[src/rtl/instr_fetch_unit.sv]
// Instruction fetch: PC -> imem request -> IF/ID register, next-PC feedback. IFU_MISALIGN_TRAP_EN enables misaligned-redirect trap.
// Latency: IF/ID loads on the edge that samples imem_ack_i; one instruction/cycle with zero-wait memory.
// Backpressure: stall_i parks an acked word in a one-entry skid buffer and holds the PC until ID accepts it.
module instr_fetch_unit #(
  parameter logic [31:0] NOP_WORD    = 32'h0000_0000,
  parameter logic [31:0] TRAP_VECTOR = 32'h0000_0080
) (
  input  logic        clk_i,
  input  logic        rst_i,
  input  logic [31:0] pc_i,
  output logic [31:0] pc_next_o,
  output logic        imem_req_o,
  output logic [31:0] imem_addr_o,
  input  logic [31:0] imem_rdata_i,
  input  logic        imem_ack_i,
  input  logic        stall_i,
  input  logic        redirect_i,
  input  logic [31:0] redirect_pc_i,
  output logic [31:0] ifid_instr_o,
  output logic [31:0] ifid_pc4_o,
  output logic        ifid_valid_o,
  output logic        misalign_o
);

  typedef enum logic {FETCH, HOLD} state_t;

  state_t      state_q, state_d;
  logic [31:0] skid_instr_q, skid_instr_d;
  logic [31:0] skid_pc4_q, skid_pc4_d;
  logic        skid_vld_q, skid_vld_d;
  logic [31:0] ifid_instr_q, ifid_instr_d;
  logic [31:0] ifid_pc4_q, ifid_pc4_d;
  logic        ifid_valid_q, ifid_valid_d;
  logic [31:0] pc4;

  assign pc4          = pc_i + 32'd4;
  assign imem_addr_o  = pc_i;
  assign imem_req_o   = rst_i && (state_q == FETCH);
  assign ifid_instr_o = ifid_instr_q;
  assign ifid_pc4_o   = ifid_pc4_q;
  assign ifid_valid_o = ifid_valid_q;

`ifdef IFU_MISALIGN_TRAP_EN
  logic misalign_q, misalign_d;
`else
  logic [31:0] trap_vector_unused;
  assign trap_vector_unused = TRAP_VECTOR;
`endif

  always_comb begin
    state_d      = state_q;
    skid_instr_d = skid_instr_q;
    skid_pc4_d   = skid_pc4_q;
    skid_vld_d   = skid_vld_q;
    ifid_instr_d = ifid_instr_q;
    ifid_pc4_d   = ifid_pc4_q;
    ifid_valid_d = ifid_valid_q;
    pc_next_o    = pc_i;
`ifdef IFU_MISALIGN_TRAP_EN
    misalign_d   = misalign_q;
`endif
    if (redirect_i) begin
      // Flush wins over everything, including a word acked this same cycle.
      pc_next_o    = redirect_pc_i;
`ifdef IFU_MISALIGN_TRAP_EN
      if (redirect_pc_i[1:0] != 2'b00) begin
        pc_next_o  = TRAP_VECTOR;
        misalign_d = 1'b1;
      end
`endif
      ifid_instr_d = NOP_WORD;
      ifid_valid_d = 1'b0;
      skid_vld_d   = 1'b0;
      state_d      = FETCH;
    end else begin
      case (state_q)
        FETCH: begin
          if (imem_ack_i) begin
            pc_next_o = pc4;
            if (stall_i) begin
              skid_instr_d = imem_rdata_i;
              skid_pc4_d   = pc4;
              skid_vld_d   = 1'b1;
              state_d      = HOLD;
            end else begin
              ifid_instr_d = imem_rdata_i;
              ifid_pc4_d   = pc4;
              ifid_valid_d = 1'b1;
            end
          end else if (!stall_i) begin
            ifid_instr_d = NOP_WORD;
            ifid_valid_d = 1'b0;
          end
        end
        HOLD: begin
          if (!stall_i) begin
            ifid_instr_d = skid_instr_q;
            ifid_pc4_d   = skid_pc4_q;
            ifid_valid_d = skid_vld_q;
            skid_vld_d   = 1'b0;
            state_d      = FETCH;
          end
        end
        default: state_d = FETCH;
      endcase
    end
  end

  always_ff @(posedge clk_i or negedge rst_i) begin
    if (!rst_i) begin
      state_q      <= FETCH;
      skid_instr_q <= NOP_WORD;
      skid_pc4_q   <= 32'd0;
      skid_vld_q   <= 1'b0;
      ifid_instr_q <= NOP_WORD;
      ifid_pc4_q   <= 32'd0;
      ifid_valid_q <= 1'b0;
    end else begin
      state_q      <= state_d;
      skid_instr_q <= skid_instr_d;
      skid_pc4_q   <= skid_pc4_d;
      skid_vld_q   <= skid_vld_d;
      ifid_instr_q <= ifid_instr_d;
      ifid_pc4_q   <= ifid_pc4_d;
      ifid_valid_q <= ifid_valid_d;
    end
  end

`ifdef IFU_MISALIGN_TRAP_EN
  always_ff @(posedge clk_i or negedge rst_i) begin
    if (!rst_i) misalign_q <= 1'b0;
    else        misalign_q <= misalign_d;
  end
  assign misalign_o = misalign_q;
`else
  assign misalign_o = 1'b0;
`endif

endmodule
[config.mk]
export PLATFORM = sky130hd
export DESIGN_NAME = instr_fetch_unit
export DESIGN_NICKNAME = d
export VERILOG_FILES = /design/src/rtl/instr_fetch_unit.sv
export SDC_FILE = /design/constraint.sdc
export NUM_CORES = 1
export LEC_CHECK = 0
export ABC_AREA = 1
export CORE_MARGIN = 5
export CORE_UTILIZATION = 47
export CTS_BUF_LIST = sky130_fd_sc_hd__clkbuf_4 sky130_fd_sc_hd__clkbuf_8 sky130_fd_sc_hd__clkbuf_16
export CTS_CLUSTER_SIZE = 12
export DETAILED_ROUTE_END_ITERATION = 10
export PLACE_DENSITY = 0.88
export SYNTH_ARGS = -nofsm -noshare
export SYNTH_HDL_FRONTEND = slang
export SYNTH_SLANG_ARGS = --single-unit
[constraint.sdc]
create_clock -name clk_i -period 2.7 [get_ports clk_i]
set_input_delay 0.675 -clock clk_i [delete_from_list [all_inputs] [get_ports clk_i]]
set_output_delay 0.675 -clock clk_i [all_outputs]
set_load 0.02 [all_outputs]
==> results of run 1 <==
[registers in the layout, indices dropped and copies added, names as in the netlist]
register / cells
ifid_valid_o: 1
state_q: 1
ifid_pc4_o: 32
skid_instr_q: 32
skid_pc4_q: 32
skid_vld_q: 1
ifid_instr_o: 32
[placed cells by master, fill, tap and decap left out, types with 4 or more instances in the layout]
cell type / instances
sky130_fd_sc_hd__a21oi_1: 47
sky130_fd_sc_hd__a21oi_2: 5
sky130_fd_sc_hd__a22o_1: 22
sky130_fd_sc_hd__a22oi_1: 10
sky130_fd_sc_hd__a31oi_1: 16
sky130_fd_sc_hd__buf_12: 6
sky130_fd_sc_hd__buf_2: 18
sky130_fd_sc_hd__buf_4: 136
sky130_fd_sc_hd__buf_6: 20
sky130_fd_sc_hd__clkbuf_16: 17
sky130_fd_sc_hd__clkbuf_2: 4
sky130_fd_sc_hd__clkdlybuf4s15_1: 4
sky130_fd_sc_hd__clkdlybuf4s15_2: 4
sky130_fd_sc_hd__clkdlybuf4s50_1: 167
sky130_fd_sc_hd__dfrtp_1: 131
sky130_fd_sc_hd__dlygate4sd2_1: 10
sky130_fd_sc_hd__inv_1: 61
sky130_fd_sc_hd__inv_2: 9
sky130_fd_sc_hd__inv_6: 5
sky130_fd_sc_hd__nand2_1: 274
sky130_fd_sc_hd__nand2_2: 27
sky130_fd_sc_hd__nand2_4: 9
sky130_fd_sc_hd__nand3_1: 28
sky130_fd_sc_hd__nand3_2: 4
sky130_fd_sc_hd__nor2_1: 73
sky130_fd_sc_hd__nor2_2: 18
sky130_fd_sc_hd__nor2_4: 25
sky130_fd_sc_hd__o21ai_0: 53
sky130_fd_sc_hd__o21ai_1: 15
sky130_fd_sc_hd__o21ai_2: 9
sky130_fd_sc_hd__o22ai_1: 24
sky130_fd_sc_hd__xor2_1: 4
[routing by layer]
layer | share of wire [%] | wire length, um | vias up
met4 | 7.0 | 2090 | 0
met5 | 0 | 0 | -
met2 | 48 | 14400 | 666
met3 | 9.2 | 2730 | 208
li1 | - | - | 3722
met1 | 35 | 10600 | 4027
[how the worst min path moves through the flow]
| stage | startpoint | endpoint | slack [ns] | cells after the start |
|---|---|---|---|---|
| 2_1_floorplan | rst_i | ifid_instr_o[0] | 0.38 | 0 |
| 3_3_place_gp | skid_vld_q | skid_vld_q | 0.45 | 2 |
| 3_5_place_dp | skid_vld_q | skid_vld_q | 0.45 | 2 |
| 4_1_cts | rst_i | ifid_pc4_o[20] | 0.39 | 2 |
| 5_1_grt | rst_i | skid_pc4_q[7] | 0.42 | 2 |
| 6_report | rst_i | skid_pc4_q[7] | 0.35 | 2 |
[power breakdown]
group	leakage (nW)	internal, W	switching, W	total (W)
Clock	0.300	0.00149	0.000980	0.00247
Combinational	3.55	0.000778	0.00100	0.00178
Sequential	1.63	0.00226	0.000161	0.00242
Total	5.48	0.00453	0.00214	0.00667
[cells in the mapped netlist, drive strengths merged]
cell type / number / area [um2]
xnor2: 3 / 26.3
dfrtp: 131 / 3280
nor3: 1 / 5.00
o21a: 2 / 15.0
nand3b: 1 / 7.51
nand2: 310 / 1170
nor2: 116 / 495
conb: 1 / 3.75
inv: 71 / 267
a31oi: 16 / 100
xor2: 8 / 70.1
buf: 62 / 417
or2: 1 / 6.26
clkbuf: 22 / 82.6
o22ai: 24 / 150
a22o: 22 / 193
clkinv: 1 / 3.75
a21oi: 52 / 260
ha: 1 / 12.5
o21ai: 78 / 390
nand3: 33 / 165
a22oi: 10 / 75.1
nand4: 1 / 6.26
[area by class of cell]
cell class	instances	area, um2	share of cell area, %
Timing Repair Buffer	372	3360	29.5
Clock buffer	19	440	3.86
Inverter	72	273	2.39
Sequential cell	131	3280	28.8
Tap cell	188	235	2.06
Clock inverter	13	173	1.51
Antenna cell	1	2.50	0.0220
Multi-Input combinational cell	680	3640	31.9
[per-stage QoR]
| step | instance area (um2) | power [W] | utilization, % | worst slack [ns] | hold slack (ns) |
|---|---|---|---|---|---|
| 3_5_place_dp | 10100 | 0.00407 | 67.1 | -0.941 | 0.454 |
| 3_3_place_gp | 10100 | 0.00402 | 67.1 | -0.901 | 0.449 |
| 6_report | 11400 | 0.00667 | 75.5 | -0.0684 | 0.352 |
| 4_1_cts | 11000 | 0.00652 | 72.9 | -0.0273 | 0.385 |
| 5_1_grt | 11400 | 0.00690 | 75.5 | -0.140 | 0.419 |
| 2_1_floorplan | 7200 | 0.00322 | - | 0.170 | 0.379 |
[cell families (layout without fill, tap and decap cells)]
| group | Yosys count | after routing |
|---|---|---|
| compound gates | 204 | 204 |
| xor+xnor | 11 | 11 |
| fa+ha+maj | 1 | 1 |
| buf+inv | 156 | 476 |
| flops | 131 | 131 |
| other cells | 1 | 2 |
| simple gates | 463 | 463 |
[what timing repair did]
action,in CTS,in global routing
cloned,0,0
pin swaps,37,47
resized for setup,276,111
buffers inserted,22,14
endpoints found under the setup margin,34,27
==> metrics.txt, run 1 <==
# TYPE chip_impl_metric gauge
chip_impl_metric{name="cts_hold_buffers",unit=""} 0
chip_impl_info{name="failing_checks",value="negative setup slack"} 1
chip_impl_metric{name="grt_use_met3",unit="%"} 6.99
chip_impl_metric{name="numClockSinks",unit=""} 131
chip_impl_info{name="launch_point_of_the_worst_reg_to_reg_path",value="state_q"} 1
chip_impl_metric{name="ant_nets",unit=""} 0
chip_impl_metric{name="final.period_utilization",unit="%"} 103
chip_impl_metric{name="max-cap-violations",unit=""} 0
chip_impl_metric{name="h-tree-depth",unit=""} 4
chip_impl_info{name="cts_tree",value="built"} 1
chip_impl_metric{name="clock_tree.buffer_depth",unit=""} 2
chip_impl_info{name="grt_setup_unrepaired",value="yes"} 1
chip_impl_info{name="cp_max_delay_cell",value="sky130_fd_sc_hd__dlygate4sd2_1"} 1
chip_impl_metric{name="worst_r2r_path_depth",unit=""} 5
chip_impl_metric{name="grt_first_pass_wirelength",unit="um"} 43000
chip_impl_metric{name="initial_utilization",unit="%"} 47.7
chip_impl_info{name="crit_type",value="in2out"} 1
chip_impl_metric{name="worst-path-buf-inv",unit=""} 2
chip_impl_metric{name="synth_adder_area_share",unit="%"} 0.174
chip_impl_metric{name="cts_buffer_count",unit=""} 17
chip_impl_metric{name="fp.dieH",unit="um"} 134
chip_impl_metric{name="drt_pre_antenna_iters",unit=""} 8
chip_impl_metric{name="gr-usage-met2",unit="%"} 50.4
chip_impl_info{name="cp-endpoint",value="pc_next_o[27]"} 1
chip_impl_metric{name="dp_cells",unit=""} 1408
chip_impl_info{name="hold_crit_path_type",value="in2async"} 1
chip_impl_metric{name="detail_route.drc_violations",unit=""} 0
chip_impl_info{name="timing.critical_path.cells",value="dlygate4sd2_1 > nand2_1 > nor2_2 > nand2_1 > nor2_2 > nand2_1 > nand2_1 > nand3_1 > nand2_2 > nand2_1 > buf_2"} 1
chip_impl_metric{name="vias",unit=""} 8623
chip_impl_metric{name="fmax",unit="GHz"} 0.361
chip_impl_metric{name="synth_compound_area_share",unit="%"} 16.4
chip_impl_info{name="cp_common_cell",value="sky130_fd_sc_hd__nand2_1"} 1
chip_impl_metric{name="viasPerCell",unit=""} 5.84
chip_impl_metric{name="clk_latency",unit="ns"} 0.43
chip_impl_metric{name="rrSetupSlack",unit="ns"} 0.62
chip_impl_metric{name="dp_hpwl",unit="um"} 17700
chip_impl_metric{name="post_synth_inst_count",unit=""} 967
chip_impl_metric{name="cp.required",unit="ns"} 2.03
chip_impl_metric{name="timing.critical_path.depth",unit=""} 11
chip_impl_metric{name="ys_warn_count",unit=""} 0
chip_impl_metric{name="n_fill_cell",unit=""} 936
chip_impl_metric{name="drt_wl_total",unit="um"} 29800
chip_impl_info{name="outcome",value="finished, violations left"} 1
chip_impl_info{name="end_kind",value="output port"} 1
chip_impl_metric{name="setup_slack",unit="ns"} -0.0684
chip_impl_info{name="critical_path.reg2reg.endpoint",value="ifid_instr_o[6]"} 1
chip_impl_metric{name="global_route.usage.met1",unit="%"} 35.9
chip_impl_info{name="gr_peak_layer",value="met2"} 1
chip_impl_metric{name="synth-simple-area-share",unit="%"} 25.8
chip_impl_metric{name="power_per_cell_area",unit="nW/um2"} 585
chip_impl_metric{name="syn2layout_area_growth",unit="%"} 58.3
chip_impl_metric{name="clkTransAtPathRegs",unit="ns"} 0.07
chip_impl_metric{name="syn-cell-area",unit="um2"} 7200
chip_impl_metric{name="grt_use_total",unit="%"} 30.3
chip_impl_metric{name="tightest_slew",unit="ns"} 1.04
chip_impl_metric{name="grt_max_degree",unit=""} 80
chip_impl_metric{name="critical-path-max-stage-delay",unit="ns"} 0.27
chip_impl_metric{name="route.detailed.wl_per_inst",unit="um"} 20.2
chip_impl_metric{name="grt_pass1_vias",unit=""} 8332
chip_impl_metric{name="fin_nets",unit=""} 1376
chip_impl_metric{name="static-leakage-power",unit="nW"} 5.48
chip_impl_info{name="startpoint_type",value="input pin"} 1
chip_impl_info{name="cell_family_with_most_cp_delay",value="simple AND/OR/NAND/NOR gates"} 1
chip_impl_info{name="startpoint",value="pc_i[21]"} 1
chip_impl_metric{name="arrival",unit="ns"} 2.09
chip_impl_metric{name="worst-path-max-fanout",unit=""} 3
chip_impl_metric{name="drt_first_iter_violations",unit=""} 998
chip_impl_metric{name="syn_area_per_cell",unit="um2"} 7.44
chip_impl_metric{name="synth_nets",unit=""} 1069
chip_impl_metric{name="chipWidth",unit="um"} 134
chip_impl_metric{name="number_of_placed_i_o_pins",unit=""} 232
chip_impl_metric{name="final_cells",unit=""} 1476
chip_impl_metric{name="globalplace.congestion",unit=""} 0.967
chip_impl_info{name="synth_top_family_by_area",value="simple AND/OR/NAND/NOR gates"} 1
chip_impl_metric{name="synth_seq_cells",unit=""} 131
chip_impl_metric{name="synth_sequential_area_ratio",unit="%"} 45.5
chip_impl_metric{name="finalClockSkew",unit="ns"} 0.0122
chip_impl_info{name="clock-root-buffer",value="sky130_fd_sc_hd__clkbuf_16"} 1
chip_impl_metric{name="antenna_found_initial",unit=""} 0
chip_impl_metric{name="overflow",unit=""} 0
chip_impl_metric{name="drive_gt1_share",unit="%"} 26.5
chip_impl_metric{name="synth_xor_xnor_area_share",unit="%"} 1.34
chip_impl_metric{name="io_buffer_count",unit=""} 230
chip_impl_metric{name="vdd_ir_drop_max",unit="mV"} 0.497
chip_impl_metric{name="final-setup-viol-count",unit=""} 3
chip_impl_metric{name="timing.final.hold_violations",unit=""} 0
chip_impl_metric{name="normalized_max_slew_margin",unit="%"} 30.9
chip_impl_metric{name="count_of_different_cell_masters_after_synthesis",unit=""} 31
chip_impl_metric{name="core_region_area",unit="um2"} 15100
chip_impl_metric{name="timing_max_transition_violations_final",unit=""} 0
chip_impl_metric{name="layout_min_cycle_time",unit="ns"} 2.77
chip_impl_metric{name="synth.area.mux_share",unit="%"} 0
chip_impl_metric{name="rows",unit=""} 45
chip_impl_metric{name="fin_tns_setup",unit="ns"} -0.127
chip_impl_metric{name="floorplan.die_area",unit="um2"} 17900
Power figures use the tool's default switching activity.
==> run 2, diff against run 1 <==
--- a/config.mk
+++ b/config.mk
@@ -11,7 +11,7 @@
 export CTS_BUF_LIST = sky130_fd_sc_hd__clkbuf_4 sky130_fd_sc_hd__clkbuf_8 sky130_fd_sc_hd__clkbuf_16
 export CTS_CLUSTER_SIZE = 12
 export DETAILED_ROUTE_END_ITERATION = 10
-export PLACE_DENSITY = 0.88
+export PLACE_DENSITY = 0.81
 export SYNTH_ARGS = -nofsm -noshare
 export SYNTH_HDL_FRONTEND = slang
 export SYNTH_SLANG_ARGS = --single-unit
==> run 2 against run 1 <==
Effect of this change: the flow still finishes with violations (negative setup slack); worst setup slack better by 0.042 ns; worst hold slack better by 0.054 ns; clock skew up 0.0033 ns; cell count up 0.88%; critical path depth up 2; highest routed layer unchanged.
==> metrics.txt, run 2 (same netlist as run 1, synthesis figures left out) <==
# TYPE chip_impl_metric gauge
chip_impl_metric{name="finalClockSkew",unit="ns"} 0.0155
chip_impl_metric{name="floorplan.die_area",unit="um2"} 17900
chip_impl_info{name="grt_setup_unrepaired",value="yes"} 1
chip_impl_metric{name="power_per_cell_area",unit="nW/um2"} 572
chip_impl_metric{name="tightest_slew",unit="ns"} 0.934
chip_impl_metric{name="drt_first_iter_violations",unit=""} 975
chip_impl_info{name="cts_tree",value="built"} 1
chip_impl_metric{name="grt_max_degree",unit=""} 75
chip_impl_metric{name="viasPerCell",unit=""} 5.69
chip_impl_metric{name="fmax",unit="GHz"} 0.367
chip_impl_metric{name="final_cells",unit=""} 1489
chip_impl_metric{name="clock_tree.buffer_depth",unit=""} 2
chip_impl_metric{name="drive_gt1_share",unit="%"} 27.7
chip_impl_metric{name="worst-path-max-fanout",unit=""} 3
chip_impl_metric{name="fin_tns_setup",unit="ns"} -0.0394
chip_impl_metric{name="detail_route.drc_violations",unit=""} 0
chip_impl_metric{name="globalplace.congestion",unit=""} 0.908
chip_impl_metric{name="vias",unit=""} 8477
chip_impl_metric{name="syn2layout_area_growth",unit="%"} 59.9
chip_impl_metric{name="timing_max_transition_violations_final",unit=""} 0
chip_impl_metric{name="cp.required",unit="ns"} 2.03
chip_impl_metric{name="finish.utilization",unit="%"} 76.3
chip_impl_metric{name="grt_pass1_vias",unit=""} 8099
chip_impl_metric{name="layout_min_cycle_time",unit="ns"} 2.73
chip_impl_metric{name="arrival",unit="ns"} 2.05
chip_impl_metric{name="number_of_placed_i_o_pins",unit=""} 232
chip_impl_metric{name="drt_wl_total",unit="um"} 28800
chip_impl_metric{name="h-tree-depth",unit=""} 4
chip_impl_metric{name="core_region_area",unit="um2"} 15100
chip_impl_metric{name="io_buffer_count",unit=""} 230
chip_impl_metric{name="final.period_utilization",unit="%"} 101
chip_impl_info{name="layout_commonest_cell",value="sky130_fd_sc_hd__nand2_1"} 1
chip_impl_metric{name="clk_latency",unit="ns"} 0.44
chip_impl_metric{name="vdd_ir_drop_max",unit="mV"} 0.523
chip_impl_info{name="end_kind",value="output port"} 1
chip_impl_info{name="crit_type",value="in2out"} 1
chip_impl_metric{name="max-cap-violations",unit=""} 0
chip_impl_metric{name="final-setup-viol-count",unit=""} 2
chip_impl_metric{name="timing.final.hold_violations",unit=""} 0
chip_impl_metric{name="chipWidth",unit="um"} 134
chip_impl_metric{name="numClockSinks",unit=""} 131
chip_impl_info{name="layout.cells.most_common_list",value="sky130_fd_sc_hd__nand2_1, sky130_fd_sc_hd__clkdlybuf4s50_1, sky130_fd_sc_hd__buf_4, sky130_fd_sc_hd__dfrtp_1, sky130_fd_sc_hd__nor2_1"} 1
chip_impl_info{name="outcome",value="finished, violations left"} 1
chip_impl_info{name="clock-root-buffer",value="sky130_fd_sc_hd__clkbuf_16"} 1
chip_impl_metric{name="dp_hpwl",unit="um"} 17500
chip_impl_metric{name="grt_first_pass_wirelength",unit="um"} 41800
chip_impl_metric{name="dpl_worst_slack",unit="ns"} -0.977
chip_impl_metric{name="rows",unit=""} 45
chip_impl_metric{name="dp_cells",unit=""} 1422
chip_impl_metric{name="static-leakage-power",unit="nW"} 5.59
chip_impl_metric{name="cts_hold_buffers",unit=""} 0
chip_impl_info{name="startpoint_type",value="input pin"} 1
chip_impl_metric{name="antenna_found_initial",unit=""} 0
chip_impl_metric{name="n_fill_cell",unit=""} 957
chip_impl_metric{name="grt_use_total",unit="%"} 29.4
chip_impl_metric{name="route.detailed.wl_per_inst",unit="um"} 19.3
chip_impl_metric{name="initial_utilization",unit="%"} 47.7
chip_impl_metric{name="fin_nets",unit=""} 1390
chip_impl_metric{name="cts_buffer_count",unit=""} 17
chip_impl_metric{name="drt_pre_antenna_iters",unit=""} 7
chip_impl_metric{name="ant_nets",unit=""} 0
chip_impl_metric{name="clkTransAtPathRegs",unit="ns"} 0.06
chip_impl_metric{name="normalized_max_slew_margin",unit="%"} 37.8
chip_impl_info{name="failing_checks",value="negative setup slack"} 1
chip_impl_metric{name="diodes",unit=""} 0
chip_impl_info{name="hold_crit_path_type",value="in2async"} 1
chip_impl_metric{name="setup_slack",unit="ns"} -0.0262
chip_impl_metric{name="fp.dieH",unit="um"} 134
chip_impl_metric{name="fin_hold_ws",unit="ns"} 0.405
chip_impl_metric{name="overflow",unit=""} 0
## run 2: cell types whose count changed in the layout (fill, tap and decap cells not counted), sizes merged
cell / before / now
dlygate4sd2: 10 / 7
clkdlybuf4s50: 167 / 166
buf: 182 / 196
clkdlybuf4s15: 8 / 3
bufinv: 3 / 2
clkinv: 5 / 4
bufbuf: 0 / 1
clkbuf: 24 / 31
diode: 1 / 0
clkinvlp: 1 / 0
inv: 76 / 80
## run 2: repair_timing
action                                  4_1_cts  5_1_grt
cloned                                        1        0
pin swaps                                    44       27
endpoints found under the setup margin       32       28
buffers inserted                             28        6
resized for setup                           286      109
## run 2: worst paths after layout
check	startpoint	endpoint	slack, ns	cells past startpoint
worst max-delay path	pc_i[5]	pc_next_o[27]	-0.03	13
worst min-delay path	rst_i	skid_pc4_q[10]	0.41	2
worst max register to register	state_q	ifid_pc4_o[5]	0.75	8
worst min register to register	skid_vld_q	skid_vld_q	0.47	2
max in group asynchronous	rst_i	state_q	0.87	3
min in group clk_i	skid_vld_q	skid_vld_q	0.47	2
## run 2: area by class of cell
cell class              instances  area, um2  share of cell area, %
repair buffers                386       3490                   30.3
well taps                     188        235                   2.04
clock inverters                14        164                   1.42
flip-flops and latches        131       3280                   28.5
inverters                      72        270                   2.35
multi-input cells             680       3640                   31.7
clock buffers                  18        433                   3.76
## run 2: power breakdown
part	total [W]	switching (W)	leakage (nW)	internal [W]
Combinational	0.00177	0.000985	3.66	0.000788
Clock	0.00240	0.000995	0.297	0.00140
Sequential	0.00241	0.000153	1.63	0.00226
## run 2: critical path, cell delays in order
cell	delay, ns
sky130_fd_sc_hd__clkbuf_4	0.16
sky130_fd_sc_hd__nand2_4	0.08
sky130_fd_sc_hd__nor2_4	0.12
sky130_fd_sc_hd__buf_4	0.11
sky130_fd_sc_hd__nand2_1	0.08
sky130_fd_sc_hd__nor2_4	0.13
sky130_fd_sc_hd__buf_4	0.15
sky130_fd_sc_hd__nand2_1	0.07
sky130_fd_sc_hd__nand2_1	0.10
sky130_fd_sc_hd__nand3_1	0.08
sky130_fd_sc_hd__nand2_1	0.08
sky130_fd_sc_hd__nand2_1	0.05
sky130_fd_sc_hd__buf_2	0.15
## run 2: per-stage QoR
step / total power (W) / area [um2]
floorplan: 0.00322 / 7200
global placement: 0.00404 / 10200
detailed placement: 0.00408 / 10200
CTS: 0.00648 / 11200
global route: 0.00682 / 11500
finish: 0.00658 / 11500
## run 2: routing by layer
| metal | vias to the layer above | track usage, % | part of all wire [%] |
|---|---|---|---|
| li1 | 3739 | - | - |
| met4 | 0 | 17.1 | 6.6 |
| met5 | - | 0 | 0 |
| met2 | 585 | 46.5 | 48 |
| met1 | 3991 | 36.7 | 36 |
| met3 | 162 | 7.02 | 9.8 |
==> run 3, diff against run 2 <==
--- a/config.mk
+++ b/config.mk
@@ -6,6 +6,7 @@
 export NUM_CORES = 1
 export LEC_CHECK = 0
 export ABC_AREA = 1
+export ABC_CLOCK_PERIOD_IN_PS = 2700
 export CORE_MARGIN = 5
 export CORE_UTILIZATION = 47
 export CTS_BUF_LIST = sky130_fd_sc_hd__clkbuf_4 sky130_fd_sc_hd__clkbuf_8 sky130_fd_sc_hd__clkbuf_16
==> results of run 3 <==
The final DEF is identical to that of run 2; final timing and power are the same.
